===== config.mk =====
export PLATFORM = sky130hd
export DESIGN_NAME = matmul_apb_master
export DESIGN_NICKNAME = d
export VERILOG_FILES = /design/src/rtl/matmul_apb_master.sv
export SDC_FILE = /design/constraint.sdc
export NUM_CORES = 1
export LEC_CHECK = 0
export BUFFER_PORTS_ARGS = -buffer_cell sky130_fd_sc_hd__buf_2
export CAP_MARGIN = 30
export CORE_UTILIZATION = 48
export CTS_BUF_LIST = sky130_fd_sc_hd__clkbuf_16
export DETAILED_ROUTE_END_ITERATION = 8
export PLACE_DENSITY = 0.89
export SYNTH_ARGS = -nofsm -noshare
export SYNTH_HDL_FRONTEND = slang
export SYNTH_SLANG_ARGS = --single-unit

===== constraint.sdc =====
create_clock -name clk_i -period 2 [get_ports clk_i]
set_input_delay 0.3 -clock clk_i [delete_from_list [all_inputs] [get_ports clk_i]]
set_output_delay 0.3 -clock clk_i [all_outputs]
set_load 0.03 [all_outputs]

===== src/rtl/matmul_apb_master.sv =====
// matmul_apb_master: command/response stream to APB initiator with busy polling and pready timeout
module matmul_apb_master #(
    parameter int BUS_WIDTH      = 32,
    parameter int ADDR_WIDTH     = 16,
    parameter int MAX_DIM        = 4,
    parameter int TIMEOUT_CYCLES = 255
) (
    input  logic                  clk_i,
    input  logic                  rst_i,
    input  logic                  cmd_valid_i,
    output logic                  cmd_ready_o,
    input  logic                  cmd_write_i,
    input  logic [ADDR_WIDTH-1:0] cmd_addr_i,
    input  logic [BUS_WIDTH-1:0]  cmd_wdata_i,
    input  logic [MAX_DIM-1:0]    cmd_strb_i,
    input  logic                  cmd_wait_busy_i,
    output logic                  rsp_valid_o,
    input  logic                  rsp_ready_i,
    output logic [BUS_WIDTH-1:0]  rsp_rdata_o,
    output logic                  rsp_err_o,
    output logic                  rsp_timeout_o,
    output logic                  psel_o,
    output logic                  penable_o,
    output logic                  pwrite_o,
    output logic [ADDR_WIDTH-1:0] paddr_o,
    output logic [BUS_WIDTH-1:0]  pwdata_o,
    output logic [MAX_DIM-1:0]    pstrb_o,
    input  logic                  pready_i,
    input  logic                  pslverr_i,
    input  logic [BUS_WIDTH-1:0]  prdata_i,
    input  logic                  busy_i
);
    localparam int CW = TIMEOUT_CYCLES > 0 ? $clog2(TIMEOUT_CYCLES + 1) : 1;
    localparam logic [CW-1:0] LAST = CW'(TIMEOUT_CYCLES > 0 ? TIMEOUT_CYCLES - 1 : 0);
    typedef enum logic [2:0] {IDLE, WAIT_BUSY, SETUP, ACCESS, RESP} state_t;
    state_t                state;
    logic                  c_write;
    logic                  c_wait;
    logic [ADDR_WIDTH-1:0] c_addr;
    logic [BUS_WIDTH-1:0]  c_wdata;
    logic [MAX_DIM-1:0]    c_strb;
    logic [CW-1:0]         cnt;
    logic [BUS_WIDTH-1:0]  r_rdata;
    logic                  r_err;
    logic                  r_to;
    logic                  tmo;
    logic                  xfer;
    logic                  wr;
    assign tmo = (TIMEOUT_CYCLES != 0) && (cnt == LAST);
    assign xfer = (state == SETUP) || (state == ACCESS);
    assign wr = xfer && c_write;
    assign cmd_ready_o = state == IDLE;
    assign psel_o = xfer;
    assign penable_o = state == ACCESS;
    assign pwrite_o = wr;
    assign paddr_o = xfer ? c_addr : '0;
    assign pwdata_o = wr ? c_wdata : '0;
    assign pstrb_o = wr ? c_strb : '0;
    assign rsp_valid_o = state == RESP;
    assign rsp_rdata_o = rsp_valid_o ? r_rdata : '0;
    assign rsp_err_o = rsp_valid_o && r_err;
    assign rsp_timeout_o = rsp_valid_o && r_to;
    // Transfer sequencer: command capture, busy polling, APB phases, response hold
    always_ff @(posedge clk_i) begin
        if (rst_i) begin
            state   <= IDLE;
            c_write <= 1'b0;
            c_wait  <= 1'b0;
            c_addr  <= '0;
            c_wdata <= '0;
            c_strb  <= '0;
            cnt     <= '0;
            r_rdata <= '0;
            r_err   <= 1'b0;
            r_to    <= 1'b0;
        end else begin
            case (state)
                IDLE: if (cmd_valid_i) begin
                    c_write <= cmd_write_i;
                    c_wait  <= cmd_wait_busy_i;
                    c_addr  <= cmd_addr_i;
                    c_wdata <= cmd_wdata_i;
                    c_strb  <= cmd_strb_i;
                    cnt     <= '0;
                    state   <= (cmd_wait_busy_i && busy_i) ? WAIT_BUSY : SETUP;
                end
                WAIT_BUSY: if (!c_wait || !busy_i) begin
                    state <= SETUP;
                end else if (tmo) begin
                    r_rdata <= '0;
                    r_err   <= 1'b1;
                    r_to    <= 1'b1;
                    state   <= RESP;
                end else begin
                    cnt <= (&cnt) ? cnt : cnt + CW'(1);
                end
                SETUP: begin
                    cnt   <= '0;
                    state <= ACCESS;
                end
                ACCESS: if (pready_i) begin
                    r_rdata <= c_write ? '0 : prdata_i;
                    r_err   <= pslverr_i;
                    r_to    <= 1'b0;
                    state   <= RESP;
                end else if (tmo) begin
                    r_rdata <= '0;
                    r_err   <= 1'b1;
                    r_to    <= 1'b1;
                    state   <= RESP;
                end else begin
                    cnt <= (&cnt) ? cnt : cnt + CW'(1);
                end
                RESP: if (rsp_ready_i) state <= IDLE;
                default: state <= IDLE;
            endcase
        end
    end
endmodule


==> results.md, run 1 <==
Power and ir drop:
- Of the total power, the clock network draws 0.378.
- Cell internal power was estimated by the tool at 0.00336 W.
- The sum of internal, switching and leakage power is 0.00470 W.
- The switching share of power is 0.284.
- The maximum vdd ir drop is 0.429 mV.
- The total power per unit cell area is 841 nW/um^2.
- The share of total power dissipated in combinational logic is 0.162.
- The part of the power in registers is 0.460.
- For this design the static power due to leakage is 2.87 nW.
- The net switching component of the power is 0.00133 W.

Timing:
- After routing, the total negative slack on setup checks comes to 0 ns.
- Setup repair after global routing left no endpoint under its margin.
- The highest attainable clock frequency is 524 MHz.
- The number of max-slew violations in the final report is 0.
- Dividing the final minimum period by the clock period gives 0.954.
- At the pin with the least slew margin, the transition time is 0.447 ns.
- Setup violations remaining at the end of the flow were counted as 0.
- The final period demand of the worst path is 1.91 ns.
- The setup clock skew after layout is 0.00733 ns.
- In this run the tightest slew margin relative to its limit is 0.701.
- The number of hold-slack violations in the final timing report is 0.
- Once routing completed, OpenROAD measured the worst setup slack at 0.0921 ns.

Logic synthesis:
- Yosys attributes the largest share of cell area to dfxtp_1 (46%), and3_1 (10%), nand2_1 (9.9%).
- The summed instance area of the synthesized netlist is 4280 um^2.
- The distinct cell type count after synthesis is 39.
- The largest area contributor in the netlist is dfxtp_1.
- The top-area cell type share of the netlist area is 0.464.
- Counting flops and latches in the post-synthesis netlist gives 99.
- Of the synthesized area, sequential elements account for 0.464.
- When the netlist entered floorplanning its net count stood at 598.
- The synthesis warning total is 0.
- Synthesis handed over a netlist of 503 instances.
- After synthesis, the mean cell area works out to 8.50 um^2.

Layout:
- Compared with the post-synthesis result, the final layout area differs by 30.7%.
- The number of antenna diodes in the final layout is 0.
- After routing the design area is 5590 um^2.
- Of the cells placed in the final design, the portion with a size suffix greater than 1 is 0.342.
- The final standard cell count with taps included and fillers excluded is 778.
- The fill cell total of the finished layout is 716.
- The final layout contains 760 nets.

Drt:
- The detailed router placed 4,165 vias in this run.
- In this run the remaining antenna-violating nets after routing total 0.
- After detailed routing, the average wire length per cell comes to 14.7 um.
- After the first detailed-routing iteration, the DRC count stood at 246.
- The final layout contains routed wiring with a total length of 11.4 mm.
- Before antenna repair, the detailed router went through 4 iterations.
- In the routed layout, each cell is associated on average with a via count of 5.35.
- The post-route DRC violation count is 0.

Clock network:
- Counting the buffers created by CTS gives 9.
- The clock transition at the registers of the reported paths is 0.08 ns.
- TritonCTS built the clock tree.
- The number of H-tree levels is 3.
- The maximum buffer depth of the clock tree is 2.
- Once the clock tree was built, the setup fixing pass inserted 0 buffers.
- The clock latency on the worst-skew pair is 0.33 ns.
- The clock root buffer master is clkbuf_16.
- The total clock sinks is 99.

Critical path:
- The startpoint identified for the worst register-to-register timing path is cnt[0].
- Following the worst setup path forward leads to its endpoint at cnt[2].
- The worst setup path is launched from a register.
- The data arrival time at the worst-slack endpoint is 2.13 ns.
- The worst-path maximum fanout is 8.
- The capture instance of the worst register-to-register path is cnt[2].
- By startpoint and endpoint, the worst setup path is classified as register to register.
- The data required time at the worst endpoint is 2.22 ns.
- For the worst flop-to-flop path, the logic depth is 7.
- The worst register-to-register path has a setup slack of 0.09 ns.
- The launch point of the critical path is cnt[0].
- The endpoint class of the critical path is a register.

Placed design:
- Port buffering added 183 buffers.
- The worst setup slack before clock tree synthesis is 0.116 ns.
- Summed over all nets, the half-perimeter wirelength after detailed placement is 8.11 mm.
- The last weighted congestion value of the routability-driven placer is 0.825.
- In this run, placement finished with an instance count of 762.
- The standard cell area after detailed placement is 5260 um^2.

Floorplan:
- In this run the standard cell core region covers 8680 um^2.
- The floorplan step set the die height to 96.4 um.
- For this design the top-level I/O count stands at 184.
- The die outline width is 96.4 um.
- The effective utilization at floorplan is 0.493.
- The overall die area is 9290 um^2.
- The number of rows created at floorplan is 34.

GRT:
- The total routing usage reported by global routing is 0.227.
- The maximum number of pins on one net before global-route repair is 42.
- The initial antenna violation count came to 0.
- The via count of the first global-routing pass is 3,593.
- The first global-routing pass estimated 16.5 mm of wire.
- Global routing finished with a remaining overflow of 0.

Outcome:
- The flow ran to the end, and the final reports show no timing, DRC or antenna violations.

Job:
- The max-capacitance violation count is 0.

Min path:
- The type of the worst min-delay path is primary input to register.
[routing by layer]
metal	part of all wire	track usage
met5	0	0
met4	0.021	0.0821
met3	0.052	0.0368
met2	0.51	0.406
met1	0.41	0.273
[cells in the mapped netlist]
cell type,instances
o21ai_1,1
and4_1,1
nand3_1,3
a2111oi_4,2
or2_0,1
and2b_1,1
a32o_1,1
a2111oi_0,1
ha_1,2
o21ai_0,1
o2bb2ai_4,1
buf_2,10
a41o_1,1
a211oi_1,4
inv_2,1
nor3_1,7
a311oi_1,2
a21oi_1,56
clkbuf_1,29
dfxtp_1,99
a41oi_2,1
and3b_1,1
and3_1,71
nor2b_1,2
mux2_2,1
o22ai_2,1
nor3b_1,1
xnor2_1,4
a22o_1,32
nand2_1,113
buf_6,4
o211a_1,1
inv_1,5
a31o_2,1
and2_1,20
a21oi_4,2
buf_4,3
nor2_1,15
nand4_2,1
[logic make-up after synthesis]
group                      Yosys count  share of synthesized area
muxes                                1                    0.00263
buffers and inverters               52                     0.0582
AOI/OAI and AO/OA                  108                      0.189
DFF                                 99                      0.464
and+or+nand+nor                    237                      0.272
xor gates and xnor gates             4                    0.00819
adders and majority gates            2                    0.00585
[stage by stage]
step | util | hold slack [ns]
finish | 0.644 | 0.181
global route | 0.644 | 0.171
CTS | 0.642 | 0.169
detailed placement | 0.606 | 0.442
global placement | 0.606 | 0.437
floorplan | - | 0.432
[worst max-delay path, stage by stage (launching register included)]
cell	delay, ns
dfxtp_1	0.39
inv_1	0.06
ha_1	0.25
o211a_1	0.28
o2bb2ai_4	0.17
a21oi_4	0.28
nand2_1	0.10
mux2_2	0.27
[worst min path at each step]
stage | from | slack [ns] | cells past startpoint | end
finish | prdata_i[15] | 0.18 | 2 | r_rdata[15]
global route | prdata_i[13] | 0.17 | 2 | r_rdata[13]
CTS | prdata_i[10] | 0.17 | 2 | r_rdata[10]
detailed placement | c_wdata[11] | 0.44 | 2 | c_wdata[11]
global placement | c_wdata[20] | 0.44 | 2 | c_wdata[20]
floorplan | c_addr[0] | 0.43 | 2 | c_addr[0]
[state kept, by name (all words and copies together) (netlist names)]
name / cells
c_wdata: 32
r_rdata: 32
c_addr: 16
cnt: 8
c_strb: 4
state: 3
c_wait: 1
c_write: 1
r_err: 1
r_to: 1
[layout by cell type (no fill, tap or decap), types with 2 or more instances in the layout]
cell       Yosys  routed
a2111oi_4      2       2
a211oi_1       4       4
a21oi_1       56      56
a21oi_4        2       2
a22o_1        32      32
a311oi_1       2       2
and2_1        20      19
and3_1        71      71
buf_12         0       4
buf_2         10     183
buf_4          3       9
clkbuf_16      0       9
dfxtp_1       99      98
ha_1           2       2
inv_1          5       5
inv_6          0       4
nand2_1      113     112
nand3_1        3       3
nor2_1        15      14
nor2b_1        2       2
nor3_1         7       5
nor3_2         0       2
xnor2_1        4       4
[layout make-up]
type	instances	area, um^2	share of cell area
clock buffer	9	225	0.0403
clock inverter	7	80.1	0.0143
inverter	6	22.5	0.00403
multi-input combinational	352	2070	0.370
sequential	99	1980	0.355
tap	108	135	0.0242
timing repair buffer	197	1070	0.192
[power groups by stage]
stage	clock (W)	sequential, W	combinational [W]
finish	0.00178	0.00216	0.000762
global route	0.00189	0.00217	0.000833
detailed placement	0	0.00220	0.000743
CTS	0.00181	0.00216	0.000751
global placement	0	0.00219	0.000715
floorplan	0	0.00217	0.000511
[repair_timing]
item                       CTS  global route
setup endpoints to repair   35            27
resized for setup            2             4
hold buffers                 0             0
No activity file was read; power rests on OpenSTA's default activity.
==> run 2: changes to the inputs <==
CORE_UTILIZATION = 51   (was 48)
PLACE_DENSITY = 0.93   (was 0.89)
clock period = 2.3 ns   (was 2 ns; I/O delays follow)
==> results.md, run 2 (synthesis gave the netlist of run 1 again) <==
Layout:
- The area taken by multi-input logic gates is 2060 um^2.
- Summing all non-filler instances in the final layout gives an area of 5520 um^2.
- The top cell types in the final layout, fill and taps aside, are buf_2 (183), nand2_1 (112), dfxtp_1 (99).
- Leaving out fill and tap cells, the most frequent cell in the layout is buf_2.
- After filler insertion, the fill cell instance count of the layout stands at 663.
- The number of antenna diodes in the final layout is 0.
- The fraction of final layout cells with drive strength greater than 1 is 0.336.
- The final design utilization is 0.675.
- The number of nets in the finished design is 757.
- The largest registers in the layout are c_wdata: 32 flops, r_rdata: 32 flops, c_addr: 16 flops.
- The sequential cell area is 1980 um^2.
- Relative to the synthesized area, the layout overhead comes to 29.1%.
- Once layout is complete, the cells apart from fillers number 772.

Timing:
- The number of hold-slack violations in the final timing report is 0.
- Setup total negative slack on the finished layout was measured at 0 ns.
- The clock arrives with 0.00678 ns of skew.
- The tightest slew margin relative to the limit is 0.435.
- The number of max-slew violations in the final report was 0.
- The worst slack on hold paths is 0.219 ns.
- Setup repair after global routing left no endpoint under its margin.
- For this run, the top clock speed supported by timing is 480 MHz.
- Counting I/O delays and the setup requirement, the final critical path takes 2.08 ns.
- The slew at the pin closest to its max-slew limit is 0.846 ns.
- The fraction of the cycle the final worst path needs is 0.906.
- Setup violations remaining at the end of the flow were counted as 0.

Power and ir drop:
- Of the total power, the clock network draws 0.376.
- The internal portion of the total power is 0.00289 W.
- The total power per unit cell area is 732 nW/um^2.
- The maximum vdd ir drop is 0.457 mV.
- For this design the total switching power over the nets is 0.00114 W.
- The part of the power in registers is 0.465.
- Of the total power, combinational logic draws 0.159.
- The leakage power summed over all cells is 2.84 nW.
- Of the total power, the share spent switching nets is 0.283.

Critical path:
- The worst-case register-to-register setup slack is 0.22 ns.
- The start of the worst register-to-register path is cnt[0].
- The data required time at the worst endpoint is 2.57 ns.
- Measured in cells, the most critical reg-to-reg path has a length of 6.
- The endpoint class of the critical path is a register.
- The worst setup path is launched from a register.
- The setup path with the least slack is of type register to register.
- In this run the worst path has a maximum fanout of 32.
- At the worst endpoint, the arrival time is 2.36 ns.
- In this run the critical register-to-register path is captured at r_rdata[24].

Drt:
- The first routing iteration left 214 violations.
- The count of nets left with antenna violations after detail routing is 0.
- The average wire per standard cell is 14.8 um.
- Summing over every cut layer, the via total after detailed routing is 4,204.
- The post-detailed-routing wire length is 11.4 mm.
- The number of iterations in the first detailed-routing pass is 4.
- The ratio of routed vias to standard cells is 5.45.
- For this run, design rule violations remaining after detail routing come to 0.

Clock network:
- The number of buffers added to fix hold violations after cts is 0.
- The maximum buffer depth of the clock tree is 2.
- The clock transition at the registers of the reported paths is 0.07 ns.
- The number of buffers inserted during clock tree synthesis is 9.
- Post-CTS repair changed the size of 0 cells.
- TritonCTS built the clock tree.
- The number of H-tree levels is 3.
- Once the clock tree was built, the setup fixing pass inserted 0 buffers.
- The total clock sinks is 99.
- The clock latency on the worst-skew pair is 0.34 ns.
- The clock root buffer master is clkbuf_16.

Placed design:
- After detailed placement, the total cell area comes to 5220 um^2.
- Detailed placement finished with a half-perimeter wire length of 7.87 mm.
- Routability-driven placement finished with a final weighted congestion of 0.894.
- Once placement completed, the tool counted placed cells totaling 756.
- During placement, the flow inserted port buffers numbering 183.

GRT:
- The first global-routing pass estimated 17.8 mm of wire.
- Entering global routing, the biggest net connects 57 pins.
- The total routing usage reported by global routing is 0.254.
- After global routing the overflow that remains totals 0.
- The initial antenna violation count was 0.
- The via count of the first global-routing pass is 3,904.

Min path:
- The launch point of the worst hold path is prdata_i[7].
- The worst hold path endpoint is r_rdata[7].
- The worst hold path passes through 2 cells.
- The min-delay analysis places its worst path in the category primary input to register.

Floorplan:
- The die outline width is 93.6 um.
- The standard cell core area is 8180 um^2.
- Pin placement for this block handled 184 I/O pins.
- The number of rows created at floorplan is 33.
- For this configuration, the core starts out at a cell density of 0.523.
- The overall die area is 8750 um^2.
- The height of the chip is 93.6 um.

Job:
- Max-cap violations in this run came to 0.

Outcome:
- The flow ran to the end, and the final reports show no timing, DRC or antenna violations.
[run 2: worst max-delay path, cell delays in order (launching register included)]
cell and delay (ns):
dfxtp_1 0.38, inv_1 0.06, ha_1 0.25, a41oi_2 0.24, o22ai_2 0.14, a21oi_4 0.69
a22o_1 0.26
[run 2: cell type report]
class / count / share of cell area
sequential: 99 / 0.359
clock buffer: 9 / 0.0408
timing repair buffer: 194 / 0.185
clock inverter: 7 / 0.0141
inverter: 6 / 0.00408
multi-input combinational: 352 / 0.373
tap: 105 / 0.0238
[run 2: worst max-delay path by stage]
stage	start	endpoint	slack [ns]
2_1_floorplan	state[1]	c_addr[15]	0.25
3_3_place_gp	cnt[0]	r_rdata[8]	0.37
3_5_place_dp	cnt[0]	r_rdata[15]	0.28
4_1_cts	cnt[0]	r_rdata[24]	0.22
5_1_grt	cnt[0]	r_rdata[24]	0.07
6_report	cnt[0]	r_rdata[24]	0.22
[run 2: power by group through the flow]
stage	registers [W]	clock network, W	logic (W)
3_3_place_gp	0.00190	0	0.000611
5_1_grt	0.00189	0.00161	0.000702
2_1_floorplan	0.00189	0	0.000443
6_report	0.00188	0.00152	0.000643
4_1_cts	0.00187	0.00154	0.000639
3_5_place_dp	0.00191	0	0.000634
[run 2: stage by stage]
step / setup slack [ns] / power, W
final: 0.215 / 0.00404
after global routing: 0.0687 / 0.00420
after CTS: 0.224 / 0.00405
after detailed placement: 0.282 / 0.00255
after global placement: 0.366 / 0.00252
after floorplan: 0.253 / 0.00233
[run 2: per-layer routing]
metal | track usage | up-vias | wire length, um
met5 | 0 | - | 0
met4 | 0.119 | 0 | 406
met3 | 0.0528 | 38 | 554
met2 | 0.449 | 148 | 5880
met1 | 0.291 | 1978 | 4590
li1 | - | 2040 | -
==> run 3: changes to the inputs <==
CORE_UTILIZATION = 43   (was 51)
PLACE_DENSITY = 0.84   (was 0.93)
clock period = 1.8 ns   (was 2.3 ns; I/O delays follow)
==> results.md, run 3 (synthesis gave the netlist of run 1 again) <==
Drt:
- The number of iterations in the first detailed-routing pass is 4.
- The routed layout has 4,199 vias.
- The count of nets left with antenna violations once routing finished came out at 0.
- After detailed routing, the number of remaining DRC violations is 0.
- The number of DRC violations after detailed-routing iteration 0 is 175.
- In the final routed layout, each cell accounts on average for 14.4 um.
- The ratio of routed vias to standard cells is 5.16.
- After detailed routing, the total wire length is 11.7 mm.

Timing:
- The number of max-slew violations in the final report is 0.
- For the pin with the worst max-slew slack, the measured transition is 0.419 ns.
- The routed design could run at a clock period as short as 1.75 ns.
- The highest attainable clock frequency is 570 MHz.
- Across the routed clock network, the largest skew measured is 0.00515 ns.
- For the final routed database, the setup TNS stands at 0 ns.
- After layout, the worst setup slack is 0.0458 ns.
- The number of hold-slack violations in the final timing report is 0.
- Setup violations remaining at the end of the flow were counted as 0.
- Setup repair after global routing could not meet its margin everywhere.
- Of the available clock period, the critical path in the final layout requires 0.975.
- The tightest slew margin relative to the limit is 0.721.

GRT:
- The met3 demand-to-capacity share in global routing is 0.0338.
- The via count of the first global-routing pass is 3,839.
- The first global-routing pass estimated 17.5 mm of wire.
- For this run, the total global-route usage over all layers was measured as 0.215.
- For met1 alone, demand over resource in global routing was 0.258.
- In this run the most used layer during global routing was met2.
- The maximum number of pins on one net before global-route repair is 55.
- The total congestion overflow after global routing is 0.
- The initial antenna violation count is 0.
- For this run, global-route usage on met2 was measured as 0.377.

Critical path:
- The critical path class is register to output pin.
- The data required time at the worst endpoint is 1.53 ns.
- The worst setup path is captured at an output pin.
- The standard cell with the maximum stage delay on the critical path is dfxtp_4.
- In this run the worst path has a maximum fanout of 25.
- The peak per-stage delay on the critical path is 0.37 ns.
- The data arrival time at the worst-slack endpoint is 1.48 ns.
- The signal on the critical path passes through inv_2 > nor2_4 > buf_12 > and3_1 > buf_4.
- The sort of element at the start of the critical path is a register.

Layout:
- The number of antenna diodes in the final layout is 0.
- In the layout the commonest cells are buf_2 (139), nand2_1 (111), dfxtp_1 (94).
- The area growth from synthesis to final layout is 38.0%.
- In the final layout, the registers with the most flip-flops are c_wdata: 32 flops, r_rdata: 32 flops, c_addr: 16 flops.
- The number of nets in the finished design is 770.
- Leaving out fill and tap cells, the most frequent cell in the layout is buf_2.
- Of the cells placed in the final design, the portion with a size suffix greater than 1 is 0.372.

Clock network:
- The clock latency on the worst-skew pair is 0.34 ns.
- TritonCTS built the clock tree.
- In this run the deepest clock path goes through 2 buffers.
- The total clock sinks is 99.
- The clock root buffer master is clkbuf_16.
- For this design, the CTS-stage hold fixing added 0 buffers.
- Counting the buffers created by CTS gives 9.
- The clock transition at the registers of the reported paths is 0.07 ns.
- The number of H-tree levels is 3.

Outcome:
- The flow ran to the end, and the final reports show no timing, DRC or antenna violations.

Power and ir drop:
- The analysis attributes to cell leakage a power of 2.93 nW.
- In this run the power density over the cells is 893 nW/um^2.
- The maximum vdd ir drop is 0.413 mV.

Floorplan:
- The standard cell core area is 9680 um^2.
- The initial utilization of the core area, before any placement, comes to 0.441.
- The I/O pin count is 184.
- The number of rows created at floorplan is 36.
- The overall die area is 10,300 um^2.
- The die outline width is 102 um.
- The height of the chip is 102 um.

Min path:
- The worst hold path belongs to the class primary input to register.

Placed design:
- During placement, the flow inserted port buffers numbering 183.
- The congestion estimate from routability-driven global placement came to 0.759.
- Timing analysis after detailed placement gives a worst setup slack of 0.0154 ns.
- The sum of net half-perimeters after detailed placement is 7.78 mm.

Job:
- The max-capacitance violation count is 0.
-- run 3: path summary, 6_finish.rpt --
check                           depth (start not counted)        start     endpoint  slack (ns)
worst max register to register                          6       cnt[4]       cnt[6]        0.05
worst max-delay path                                    5     state[1]  pwdata_o[2]        0.05
worst min-delay path                                    2  prdata_i[2]   r_rdata[2]        0.14
worst min register to register                          2   c_wdata[6]   c_wdata[6]        0.45
-- run 3: power by group --
group          internal [W]  leakage [nW]  switching (W)
registers           0.00232         0.808      0.0000732
clock network       0.00108         0.142       0.000845
logic              0.000373          1.98       0.000569
total               0.00378          2.93        0.00149
-- run 3: what timing repair did --
item	CTS	global route
gates resized for setup	19	71
pin swaps	2	7
setup buffers	3	1
setup endpoints to repair	89	104
cloned	1	0
-- run 3: worst max-delay path: cells and delay by family, from the launching register on --
kind | cells | cell delay [ns]
buffers and inverters | 3 | 0.40
DFF | 1 | 0.37
and+or+nand+nor | 2 | 0.37
-- run 3: area by class of cell --
| type | count | area (um^2) |
|---|---|---|
| fillers | 800 | 3790 |
| flip-flops and latches | 99 | 1990 |
| clock buffers | 9 | 225 |
| repair buffers | 207 | 1310 |
| well taps | 133 | 166 |
| inverters | 6 | 22.5 |
| multi-input cells | 352 | 2110 |
| clock inverters | 7 | 76.3 |
-- run 3: per-layer routing --
layer,share of wire,up-vias
met5,0,-
met3,0.043,24
met2,0.51,128
met4,0.022,0
li1,-,2068
met1,0.42,1979
-- run 3: stage by stage --
stage | total power [W] | cells | instance area, um^2 | hold WS, ns | utilization
6_report | 0.00527 | 813 | 5900 | 0.142 | 0.609
5_1_grt | 0.00552 | 813 | 5900 | 0.135 | 0.609
4_1_cts | 0.00531 | 813 | 5780 | 0.128 | 0.597
3_5_place_dp | 0.00332 | 793 | 5370 | 0.442 | 0.555
3_3_place_gp | 0.00327 | 793 | 5370 | 0.437 | 0.555
2_1_floorplan | 0.00298 | 503 | 4280 | 0.403 | -
